<file path="config.mk">
export PLATFORM = sky130hd
export DESIGN_NAME = iter_muldiv_flat
export DESIGN_NICKNAME = d
export VERILOG_FILES = /design/src/rtl/iter_muldiv_pkg.sv /design/src/rtl/iter_muldiv_if.sv /design/src/rtl/iter_muldiv_cla32.sv /design/src/rtl/iter_muldiv.sv /design/src/flat_wrapper.sv
export SDC_FILE = /design/constraint.sdc
export NUM_CORES = 1
export LEC_CHECK = 0
export ABC_AREA = 1
export BUFFER_PORTS_ARGS = -buffer_cell sky130_fd_sc_hd__buf_2
export CORE_MARGIN = 4
export CORE_UTILIZATION = 60
export DETAILED_ROUTE_END_ITERATION = 8
export HOLD_SLACK_MARGIN = 0.15
export PLACE_DENSITY = 0.81
export SLEW_MARGIN = 20
export SYNTH_ARGS = -nofsm -noshare
export SYNTH_HDL_FRONTEND = slang
export SYNTH_SLANG_ARGS = --single-unit
</file>
<file path="constraint.sdc">
create_clock -name clk -period 9.37 [get_ports clk]
set_input_delay 0.937 -clock clk [delete_from_list [all_inputs] [get_ports clk]]
set_output_delay 0.937 -clock clk [all_outputs]
set_load 0.03 [all_outputs]
</file>
<file path="src/rtl/iter_muldiv_pkg.sv">
// Shared constants, op/state encodings and result selection for the iterative
// multiply/divide unit.
package iter_muldiv_pkg;

    localparam int XLEN  = 32;
    localparam int CNT_W = 6;

    typedef enum logic [1:0] {
        OP_MUL   = 2'b00,
        OP_MULHU = 2'b01,
        OP_DIVU  = 2'b10,
        OP_REMU  = 2'b11
    } op_e;

    typedef enum logic [1:0] {
        S_IDLE = 2'b00,
        S_RUN  = 2'b01,
        S_DONE = 2'b10
    } state_e;

    // High product half and remainder both finish in hi; low half and quotient in lo.
    function automatic logic [XLEN-1:0] selectResult(
        input op_e             op,
        input logic [XLEN-1:0] hi,
        input logic [XLEN-1:0] lo
    );
        return (op == OP_MULHU || op == OP_REMU) ? hi : lo;
    endfunction

endpackage

</file>
<file path="src/rtl/iter_muldiv_if.sv">
// Request/response handshake bundle between the issue stage and the
// iterative multiply/divide unit.
interface iter_muldiv_if;
    import iter_muldiv_pkg::*;

    logic            in_valid;
    logic            in_ready;
    logic [1:0]      op;
    logic [XLEN-1:0] a;
    logic [XLEN-1:0] b;
    logic            out_valid;
    logic            out_ready;
    logic [XLEN-1:0] result;
    logic            busy;

    modport master (
        output in_valid, op, a, b, out_ready,
        input  in_ready, out_valid, result, busy
    );

    modport slave (
        input  in_valid, op, a, b, out_ready,
        output in_ready, out_valid, result, busy
    );

endinterface

</file>
<file path="src/rtl/iter_muldiv_cla32.sv">
// 32-bit carry-lookahead adder: 4-bit lookahead groups chained through
// group generate/propagate terms.
module cla32
    import iter_muldiv_pkg::*;
(
    input  logic [XLEN-1:0] a_i,
    input  logic [XLEN-1:0] b_i,
    input  logic            cin_i,
    output logic [XLEN-1:0] sum_o,
    output logic            cout_o
);

    localparam int NGRP = XLEN / 4;

    logic [XLEN-1:0] prop;
    logic [XLEN-1:0] gen;
    logic [XLEN-1:0] carry;
    logic [NGRP-1:0] grpGen;
    logic [NGRP-1:0] grpProp;
    logic [NGRP:0]   grpCarry;

    assign prop = a_i ^ b_i;
    assign gen  = a_i & b_i;

    always_comb begin
        grpGen      = '0;
        grpProp     = '0;
        grpCarry    = '0;
        carry       = '0;
        grpCarry[0] = cin_i;
        for (int k = 0; k < NGRP; k++) begin
            grpGen[k]  = gen[4*k+3]
                       | (prop[4*k+3] & gen[4*k+2])
                       | (prop[4*k+3] & prop[4*k+2] & gen[4*k+1])
                       | (prop[4*k+3] & prop[4*k+2] & prop[4*k+1] & gen[4*k]);
            grpProp[k] = &prop[4*k +: 4];
            // In-group carries all derive from the group carry-in, not from each other.
            carry[4*k]   = grpCarry[k];
            carry[4*k+1] = gen[4*k] | (prop[4*k] & grpCarry[k]);
            carry[4*k+2] = gen[4*k+1]
                         | (prop[4*k+1] & gen[4*k])
                         | (prop[4*k+1] & prop[4*k] & grpCarry[k]);
            carry[4*k+3] = gen[4*k+2]
                         | (prop[4*k+2] & gen[4*k+1])
                         | (prop[4*k+2] & prop[4*k+1] & gen[4*k])
                         | (prop[4*k+2] & prop[4*k+1] & prop[4*k] & grpCarry[k]);
            grpCarry[k+1] = grpGen[k] | (grpProp[k] & grpCarry[k]);
        end
    end

    assign sum_o  = prop ^ carry;
    assign cout_o = grpCarry[NGRP];

endmodule

</file>
<file path="src/rtl/iter_muldiv.sv">
// Multi-cycle unsigned MUL/MULHU/DIVU/REMU unit: shift-add multiply and
// restoring divide, one step per cycle through a single shared cla32.
module iter_muldiv
    import iter_muldiv_pkg::*;
(
    input  logic         clk,
    input  logic         rst,
    iter_muldiv_if.slave bus
);

    state_e           state_q, state_d;
    op_e              op_q, op_d;
    logic [CNT_W-1:0] cnt_q, cnt_d;
    logic [XLEN-1:0]  hi_q, hi_d;
    logic [XLEN-1:0]  lo_q, lo_d;
    logic [XLEN-1:0]  b_q, b_d;
    logic [XLEN-1:0]  result_q, result_d;

    logic [XLEN-1:0]  addA, addB, addSum;
    logic             addCin, addCout;
    logic [XLEN-1:0]  remShift;
    logic             divOk;
    logic             isDiv;
    logic             reqDivZero;

    assign isDiv      = op_q[1];
    assign remShift   = {hi_q[XLEN-2:0], lo_q[XLEN-1]};
    assign reqDivZero = bus.op[1] && (bus.b == '0);

    // Divide computes rs - b as rs + ~b + 1; multiply adds b only when the current lo bit is set.
    always_comb begin
        addA   = hi_q;
        addB   = '0;
        addCin = 1'b0;
        if (isDiv) begin
            addA   = remShift;
            addB   = ~b_q;
            addCin = 1'b1;
        end else if (lo_q[0]) begin
            addB = b_q;
        end
    end

    cla32 u_cla32 (
        .a_i    (addA),
        .b_i    (addB),
        .cin_i  (addCin),
        .sum_o  (addSum),
        .cout_o (addCout)
    );

    // The shifted-out msb covers remainders that momentarily need 33 bits.
    assign divOk = hi_q[XLEN-1] | addCout;

    always_comb begin
        state_d  = state_q;
        op_d     = op_q;
        cnt_d    = cnt_q;
        hi_d     = hi_q;
        lo_d     = lo_q;
        b_d      = b_q;
        result_d = result_q;
        unique case (state_q)
            S_IDLE: begin
                if (bus.in_valid) begin
                    op_d  = op_e'(bus.op);
                    b_d   = bus.b;
                    hi_d  = '0;
                    lo_d  = bus.a;
                    cnt_d = '0;
                    if (reqDivZero) begin
                        state_d  = S_DONE;
                        result_d = (op_e'(bus.op) == OP_DIVU) ? '1 : bus.a;
                    end else begin
                        state_d = S_RUN;
                    end
                end
            end
            S_RUN: begin
                if (isDiv) begin
                    hi_d = divOk ? addSum : remShift;
                    lo_d = {lo_q[XLEN-2:0], divOk};
                end else begin
                    {hi_d, lo_d} = {addCout, addSum, lo_q[XLEN-1:1]};
                end
                cnt_d = cnt_q + CNT_W'(1);
                if (cnt_q == CNT_W'(XLEN - 1)) begin
                    state_d  = S_DONE;
                    result_d = selectResult(op_q, hi_d, lo_d);
                end
            end
            S_DONE: begin
                if (bus.out_ready) begin
                    state_d = S_IDLE;
                end
            end
            default: begin
                state_d = S_IDLE;
            end
        endcase
    end

    always_ff @(posedge clk or posedge rst) begin
        if (rst) begin
            state_q  <= S_IDLE;
            op_q     <= OP_MUL;
            cnt_q    <= '0;
            hi_q     <= '0;
            lo_q     <= '0;
            b_q      <= '0;
            result_q <= '0;
        end else begin
            state_q  <= state_d;
            op_q     <= op_d;
            cnt_q    <= cnt_d;
            hi_q     <= hi_d;
            lo_q     <= lo_d;
            b_q      <= b_d;
            result_q <= result_d;
        end
    end

    assign bus.in_ready  = (state_q == S_IDLE);
    assign bus.out_valid = (state_q == S_DONE);
    assign bus.busy      = (state_q != S_IDLE);
    assign bus.result    = result_q;

endmodule
</file>
<file path="src/flat_wrapper.sv">
// flat-port wrapper written by rule: the top's interface ports become plain ports
module iter_muldiv_flat import iter_muldiv_pkg::*;
  (clk, rst, bus_in_valid, bus_op, bus_a, bus_b, bus_out_ready, bus_in_ready, bus_out_valid, bus_result, bus_busy);
  iter_muldiv_if bus_i ();
  input  logic clk;
  input  logic rst;
  input wire logic [$bits(bus_i.in_valid)-1:0] bus_in_valid;
  input wire logic [$bits(bus_i.op)-1:0] bus_op;
  input wire logic [$bits(bus_i.a)-1:0] bus_a;
  input wire logic [$bits(bus_i.b)-1:0] bus_b;
  input wire logic [$bits(bus_i.out_ready)-1:0] bus_out_ready;
  output wire logic [$bits(bus_i.in_ready)-1:0] bus_in_ready;
  output wire logic [$bits(bus_i.out_valid)-1:0] bus_out_valid;
  output wire logic [$bits(bus_i.result)-1:0] bus_result;
  output wire logic [$bits(bus_i.busy)-1:0] bus_busy;
  assign bus_i.in_valid = bus_in_valid;
  assign bus_i.op = bus_op;
  assign bus_i.a = bus_a;
  assign bus_i.b = bus_b;
  assign bus_i.out_ready = bus_out_ready;
  assign bus_in_ready = bus_i.in_ready;
  assign bus_out_valid = bus_i.out_valid;
  assign bus_result = bus_i.result;
  assign bus_busy = bus_i.busy;
  iter_muldiv u_core (.clk(clk), .rst(rst), .bus(bus_i));
endmodule
</file>
# Yosys cells after proc, flatten, opt, wreduce, memory -nomap -nowiden
# Cells that the tools add are included.
# op_classes
n_addsub	1
eq_ne	10
muxes	24
n_bitwise	205
n_reduce_logical	18
# ops
operator	n
$mux 32	13
$pmux 32 s2	3
$and 1x1->1	120
$or 1x1->1	81
$xor 32x32->32	2
$reduce_and 4->1	9
$and 32x32->32	1
$logic_not 32->1	1
$not 32->32	1
$pmux 6 s2	1
$mux 2	4
$add 6x1->6 const B	1
$eq 2x2->1 const B	3
$eq 6x5->1 const B	1
$mux 6	1
$pmux 2 s3	1
$eq 2x1->1 const B	2
$ne 2x1->1 const B	2
$ne 2x2->1 const B	2
$reduce_and 2->1	2
$reduce_bool 2->1	2
$reduce_and 3->1	1
$logic_not 2->1	1
$logic_and 1x1->1	1
other kinds (2)	2
# totals
reg_bits	138
input_bits	70
out_inout_bits	35
wordCells	265

# Depth between registers and ports, before layout
# logic_depth
word_depth	28
depth_mapped	33
ltp_nobuf	28

# Cells and area by module
# Synthesis repeated with hierarchy kept, for this count alone.
# unflattened
cells_unflattened	1456
area_unflattened_um2	9825.7
# modules_own_cells
module	instances	cells_each	area_each_um2
iter_muldiv	1	1274	8444.3
cla32	1	182	1381.3

# Worst setup path before layout
# No wires, ideal clock.
# synth_timing
kind	register -> register
from	reg u_core.op_q[1]
to	reg u_core.hi_q[29]
arrival_time_ns	3.891
path_slack_ns	5.361
stages_incl_launch_ff	32
n_path_buf	4
period_less_slack_ns	4.009
cell_sequence	dfrtp_1 -> buf_2 -> inv_1 -> clkbuf_1 -> clkbuf_1 -> clkbuf_1 -> nand3_1 -> o21ai_0 -> ha_1 -> nand2_1 -> nand2_1 -> nand3_1 -> nand2_2 -> nand2_1 -> nand2_1 -> nand2_1 -> nand2_1 -> nand2_1 -> nand2_1 -> nand2_1 -> nand2_2 -> nand2_2 -> nand2_4 -> nand2_2 -> nand2_4 -> fa_1 -> xor2_1 -> inv_1 -> nand2_1 -> nand3_1 -> a21oi_1 -> a21o_1
# synth_between
elab_chain_len	25
word_cells_on_any_way	105
cone_classes	mux (6); bitwise (91); reduce/logical (8)
# synth_rtl
element	line_no	source
from (decl)	iter_muldiv.sv:12	op_e op_q, op_d;
from (signal assigned)	iter_muldiv.sv:114	op_q <= op_d;
$mux 32	iter_muldiv.sv:35	if (isDiv) begin
$xor 32x32->32 / $and 32x32->32 (equally long branches)	iter_muldiv_cla32.sv:22, iter_muldiv_cla32.sv:23	
$and 1x1->1, on equally long branches	iter_muldiv_cla32.sv:33, iter_muldiv_cla32.sv:34, iter_muldiv_cla32.sv:35	
$or 1x1->1, or another cell as far along	iter_muldiv_cla32.sv:33	| (prop[4*k+3] & gen[4*k+2])
$or 1x1->1 / $and 1x1->1 (equally long branches)	iter_muldiv_cla32.sv:34, iter_muldiv_cla32.sv:35	
$or 1x1->1	iter_muldiv_cla32.sv:35	| (prop[4*k+3] & prop[4*k+2] & prop[4*k+1] & gen[4*k]);
$or 1x1->1	iter_muldiv_cla32.sv:47	grpCarry[k+1] = grpGen[k] | (grpProp[k] & grpCarry[k]);
$and 1x1->1	iter_muldiv_cla32.sv:47	
(+9 left out)	-	
$and 1x1->1	iter_muldiv_cla32.sv:47	
$or 1x1->1	iter_muldiv_cla32.sv:47	
$and 1x1->1, on equally long branches	iter_muldiv_cla32.sv:39, iter_muldiv_cla32.sv:47	
$or 1x1->1, on equally long branches	iter_muldiv_cla32.sv:39, iter_muldiv_cla32.sv:47	
$xor 32x32->32 / $or 1x1->1 (equally long branches)	iter_muldiv_cla32.sv:51, iter_muldiv.sv:53	
$mux 32	iter_muldiv.sv:81	hi_d = divOk ? addSum : remShift;
$mux 32 (*)	iter_muldiv.sv:80	if (isDiv) begin
$pmux 32 s2 (*)	iter_muldiv.sv:63	unique case (state_q)
to (signal assigned)	iter_muldiv.sv:116	hi_q <= hi_d;
to (decl)	iter_muldiv.sv:14	logic [XLEN-1:0] hi_q, hi_d;
# Mark *: on every way between the ends. The rest lies on a longest branch, timed or not.
# A chain may end at the register's enable or synchronous reset.

# Final worst setup path
# layout_timing
from	reg u_core.op_q[1]
to	reg u_core.result_q[26] (netlist: u_core.bus.result[26])
# layout_between
elab_chain_len	27
word_cells_on_any_way	117
cone_classes	eq/ne (2); mux (9); bitwise (97); reduce/logical (9)
# layout_rtl
element	line_no	source
$mux 32	iter_muldiv.sv:35	
$xor 32x32->32 / $and 32x32->32 (equally long branches)	iter_muldiv_cla32.sv:22, iter_muldiv_cla32.sv:23	
$and 1x1->1, on equally long branches	iter_muldiv_cla32.sv:33, iter_muldiv_cla32.sv:34, iter_muldiv_cla32.sv:35	
$or 1x1->1, or another cell as far along	iter_muldiv_cla32.sv:33	
$or 1x1->1 / $and 1x1->1 (equally long branches)	iter_muldiv_cla32.sv:34, iter_muldiv_cla32.sv:35	
$or 1x1->1	iter_muldiv_cla32.sv:35	
$or 1x1->1	iter_muldiv_cla32.sv:47	
$and 1x1->1	iter_muldiv_cla32.sv:47	
(+11 left out)	-	
$and 1x1->1	iter_muldiv_cla32.sv:47	
$or 1x1->1	iter_muldiv_cla32.sv:47	
$or 1x1->1	iter_muldiv.sv:53	assign divOk = hi_q[XLEN-1] | addCout;
$mux 32	iter_muldiv.sv:81	
$mux 32	iter_muldiv.sv:80	
$mux 32 (*)	iter_muldiv_pkg.sv:27	return (op == OP_MULHU || op == OP_REMU) ? hi : lo;
$mux 32 (*)	iter_muldiv.sv:87	if (cnt_q == CNT_W'(XLEN - 1)) begin
$pmux 32 s2 (*)	iter_muldiv.sv:63	
to (signal assigned)	iter_muldiv.sv:119	result_q <= result_d;
to (decl)	iter_muldiv.sv:17	logic [XLEN-1:0] result_q, result_d;
# Mark *: on every way between the ends. The rest lies on a longest branch, timed or not. The select of a mux whose other input is x is not followed.

==> parameters.txt <==
Parameter                              Value

Floorplan
  Cell Rows ... 45
  Vertical extent of the die ... 134 um
  X dimension of the die ... 134 um
  Initial core utilization ... 0.620
  Die Outline Area ... 18000 um2
  Core Box Area ... 15400 um2
  I/O pins ... 105

Critical path
  Biggest fanout along the worst timing path ... 94
  Most frequent CP cell ... nand2_1
  Nature of the critical path startpoint ... flop
  Data required, critical path ... 9.69 ns
  Critical Path End Type ... flop
  Cell type group with the largest total delay on the critical path ... simple AND/OR/NAND/NOR gates
  FF-to-FF setup slack ... 4.34 ns
  Crit Path Category ... reg2reg
  Slowest library cell on the worst path ... buf_4
  Buf/Inv on CP ... 1
  Critical Path Max Stage Delay ... 0.77 ns
  Reg2reg path depth ... 27
  FF-to-FF End ... u_core.bus.result[26]
  Data arrival time of the worst path ... 5.35 ns
  R2R Path Start ... u_core.op_q[1]

Worst hold path
  Endpoint, Worst Hold ... u_core.b_q[3]
  Number of cells traversed by the worst hold path ... 2
  Min-delay src ... u_core.b_q[3]
  Worst min-delay path category ... reg2reg

Routing
  Antenna-violating nets left ... 0
  Overall via count from detail_route ... 9447
  Number of search-and-repair iterations in the first detailed-routing pass ... 7
  Number of DRC violations after detailed-routing iteration 0 ... 927
  DRC violation count after routing ... 0
  Average wire per standard cell ... 15.2 um
  Mean number of vias per cell ... 5.56
  Detailed Route WL ... 25.9 mm

Finish
  Area growth from synthesis to final layout ... 12.6%
  Layout filler cell count ... 1380
  Final cell utilization of the core ... 0.698
  Fin nets ... 1587
  Finished layout cell area ... 10800 um2
  Leading cell type in the layout, fill and taps excluded ... nand2_1
  Diodes inserted ... 0
  Most frequent cells in the layout ... nand2_1, inv_1, o21ai_0
  Fraction of layout cells with a size suffix above 1 ... 0.120

Yosys
  Number of warning messages in the yosys log ... 0
  Number of synthesized register bits ... 138
  Mapped cell area ... 9570 um2
  Number of instances in the synthesized netlist ... 1423
  Number of library cell types mapped by synthesis ... 34
  Leading cell types by total area after synthesis ... dfrtp_1, nand2_1, o21ai_0, inv_1, nand3_1
  Sequential element share of the synthesized area ... 0.361
  Nets in the synthesized netlist ... 1534
  Yosys top cell by area ... dfrtp_1
  Share of the synthesized area in the top cell type ... 0.361
  Post-Synthesis Mean Instance Area ... 6.72 um2

STA
  Time the final worst path needs with I/O delays and setup ... 5.03 ns
  Max frequency ... 199 MHz
  Sum of negative setup slack ... 0 ns
  Setup repair after global routing missed its margin ... false
  Post-route worst setup slack ... 4.34 ns
  Hold Vio Cnt, Final ... 0
  Max-slew headroom at the worst pin ... 0.338
  Max-slew violation total from the final report ... 0
  Worst-Margin Slew ... 0.993 ns
  Final count of negative-setup-slack endpoints ... 0
  Worst clock skew on the final layout ... 0.0121 ns
  Fraction of the cycle the final worst path needs ... 0.537

Clock tree
  Post_cts resized ... 0
  Number of sinks driven by the clock tree ... 138
  Clock network latency to the later pin of the worst-skew pair ... 0.43 ns
  Clock-pin slew reported for the worst setup and hold paths after clock tree synthesis ... 0.07 ns
  Root buf cell ... clkbuf_16
  Setup Buffers After CTS ... 0
  Clk buf depth ... 2
  Clock buffers created by TritonCTS ... 17
  CTS H-Tree Depth ... 4
  Clock tree from TritonCTS ... built
  Count of hold-fix buffers inserted at cts ... 0

Placed design
  Number of input and output port buffers inserted ... 104
  Post-Place Setup Slack ... 4.50 ns
  HPWL after detailed placement ... 17.2 mm
  Placer congestion estimate ... 0.869
  Cell Area, Placed ... 10100 um2

Global routing
  Congestion Overflow GR ... 0
  Number of antenna violations at the first check in global routing ... 0
  Vias in the first global route ... 9100
  Maximum number of pins on one net before global-route repair ... 95
  Global-route wire length before repair ... 42.6 mm
  Aggregate global-route resource usage ... 0.291

Job
  Maxcap violations ... 0

Run status
  Run status ... completed
worst min-delay path, delay by kind of cell, from the launching register on:
kind,cells,cell delay (ns)
and+or+nand+nor,2,0.11
DFF,1,0.35
sequential cells by signal, indices dropped and copies added (netlist names):
name               cells
u_core.b_q            32
u_core.bus.result     32
u_core.hi_q           32
u_core.lo_q           32
u_core.cnt_q           6
u_core.op_q            2
u_core.state_q         2
routing by layer:
metal / global-route usage / routed length [um] / vias up
met5: 0 / 0 / -
met4: 0.129 / 887 / 0
met3: 0.0405 / 1240 / 69
met2: 0.509 / 13200 / 307
met1: 0.356 / 10600 / 4389
li1: - / - / 4682
worst max-delay path by stage:
stage | start | endpoint | depth (start not counted)
floorplan | rst | u_core.b_q[0] | 1
detailed placement | u_core.op_q[1] | u_core.bus.result[23] | 27
global route | u_core.op_q[1] | u_core.bus.result[26] | 27
finish | u_core.op_q[1] | u_core.bus.result[26] | 27
global placement | u_core.op_q[1] | u_core.bus.result[2] | 27
CTS | u_core.op_q[1] | u_core.bus.result[26] | 27
cells by family (layout without fill, tap and decap cells):
logic type,Yosys count,after routing,share of synthesized area
buf+inv,264,329,0.107
compound gates,292,292,0.167
xor+xnor,17,17,0.0156
fa+ha+maj,41,41,0.0599
flops,138,138,0.361
simple gates,671,671,0.290
stage by stage:
| step | hold slack, ns | std cells |
|---|---|---|
| after floorplan | 0.459 | 1423 |
| after global routing | 0.523 | 1699 |
| after detailed placement | 0.480 | 1668 |
| after CTS | 0.495 | 1699 |
| final | 0.494 | 1699 |
| after global placement | 0.474 | 1668 |
Yosys cell counts:
master and instances:
o31ai_1 1, o211ai_1 2, nand2_2 4, dfrtp_1 138, buf_4 1, nor4_1 8, nand4_1 7, clkbuf_1 64
inv_2 1, clkinv_1 2, buf_6 3, o221ai_1 30, o21bai_1 1, o21ai_0 170, a21oi_1 83, inv_1 180
nor2_1 88, buf_2 3, nor3_1 2, xor2_1 13, a22o_1 1, nand2_1 450, or2_2 17, a31oi_1 1
a21o_1 2, nand2_4 4, nand3_4 1, ha_1 33, nand3_1 88, nand3b_1 2, xnor2_1 4, buf_1 10
fa_1 8, a41o_1 1
layout make-up:
type,count,area (um2),share of cell area
sequential,138,3460,0.321
clock buffer,21,470,0.0437
tap,211,264,0.0245
multi-input combinational,1021,5100,0.473
timing repair buffer,115,603,0.0560
clock inverter,10,189,0.0175
inverter,183,693,0.0643
Power is left out: the tool's default activity adds up to more than one toggle a clock period on the data nets, which glitch-free logic cannot reach.
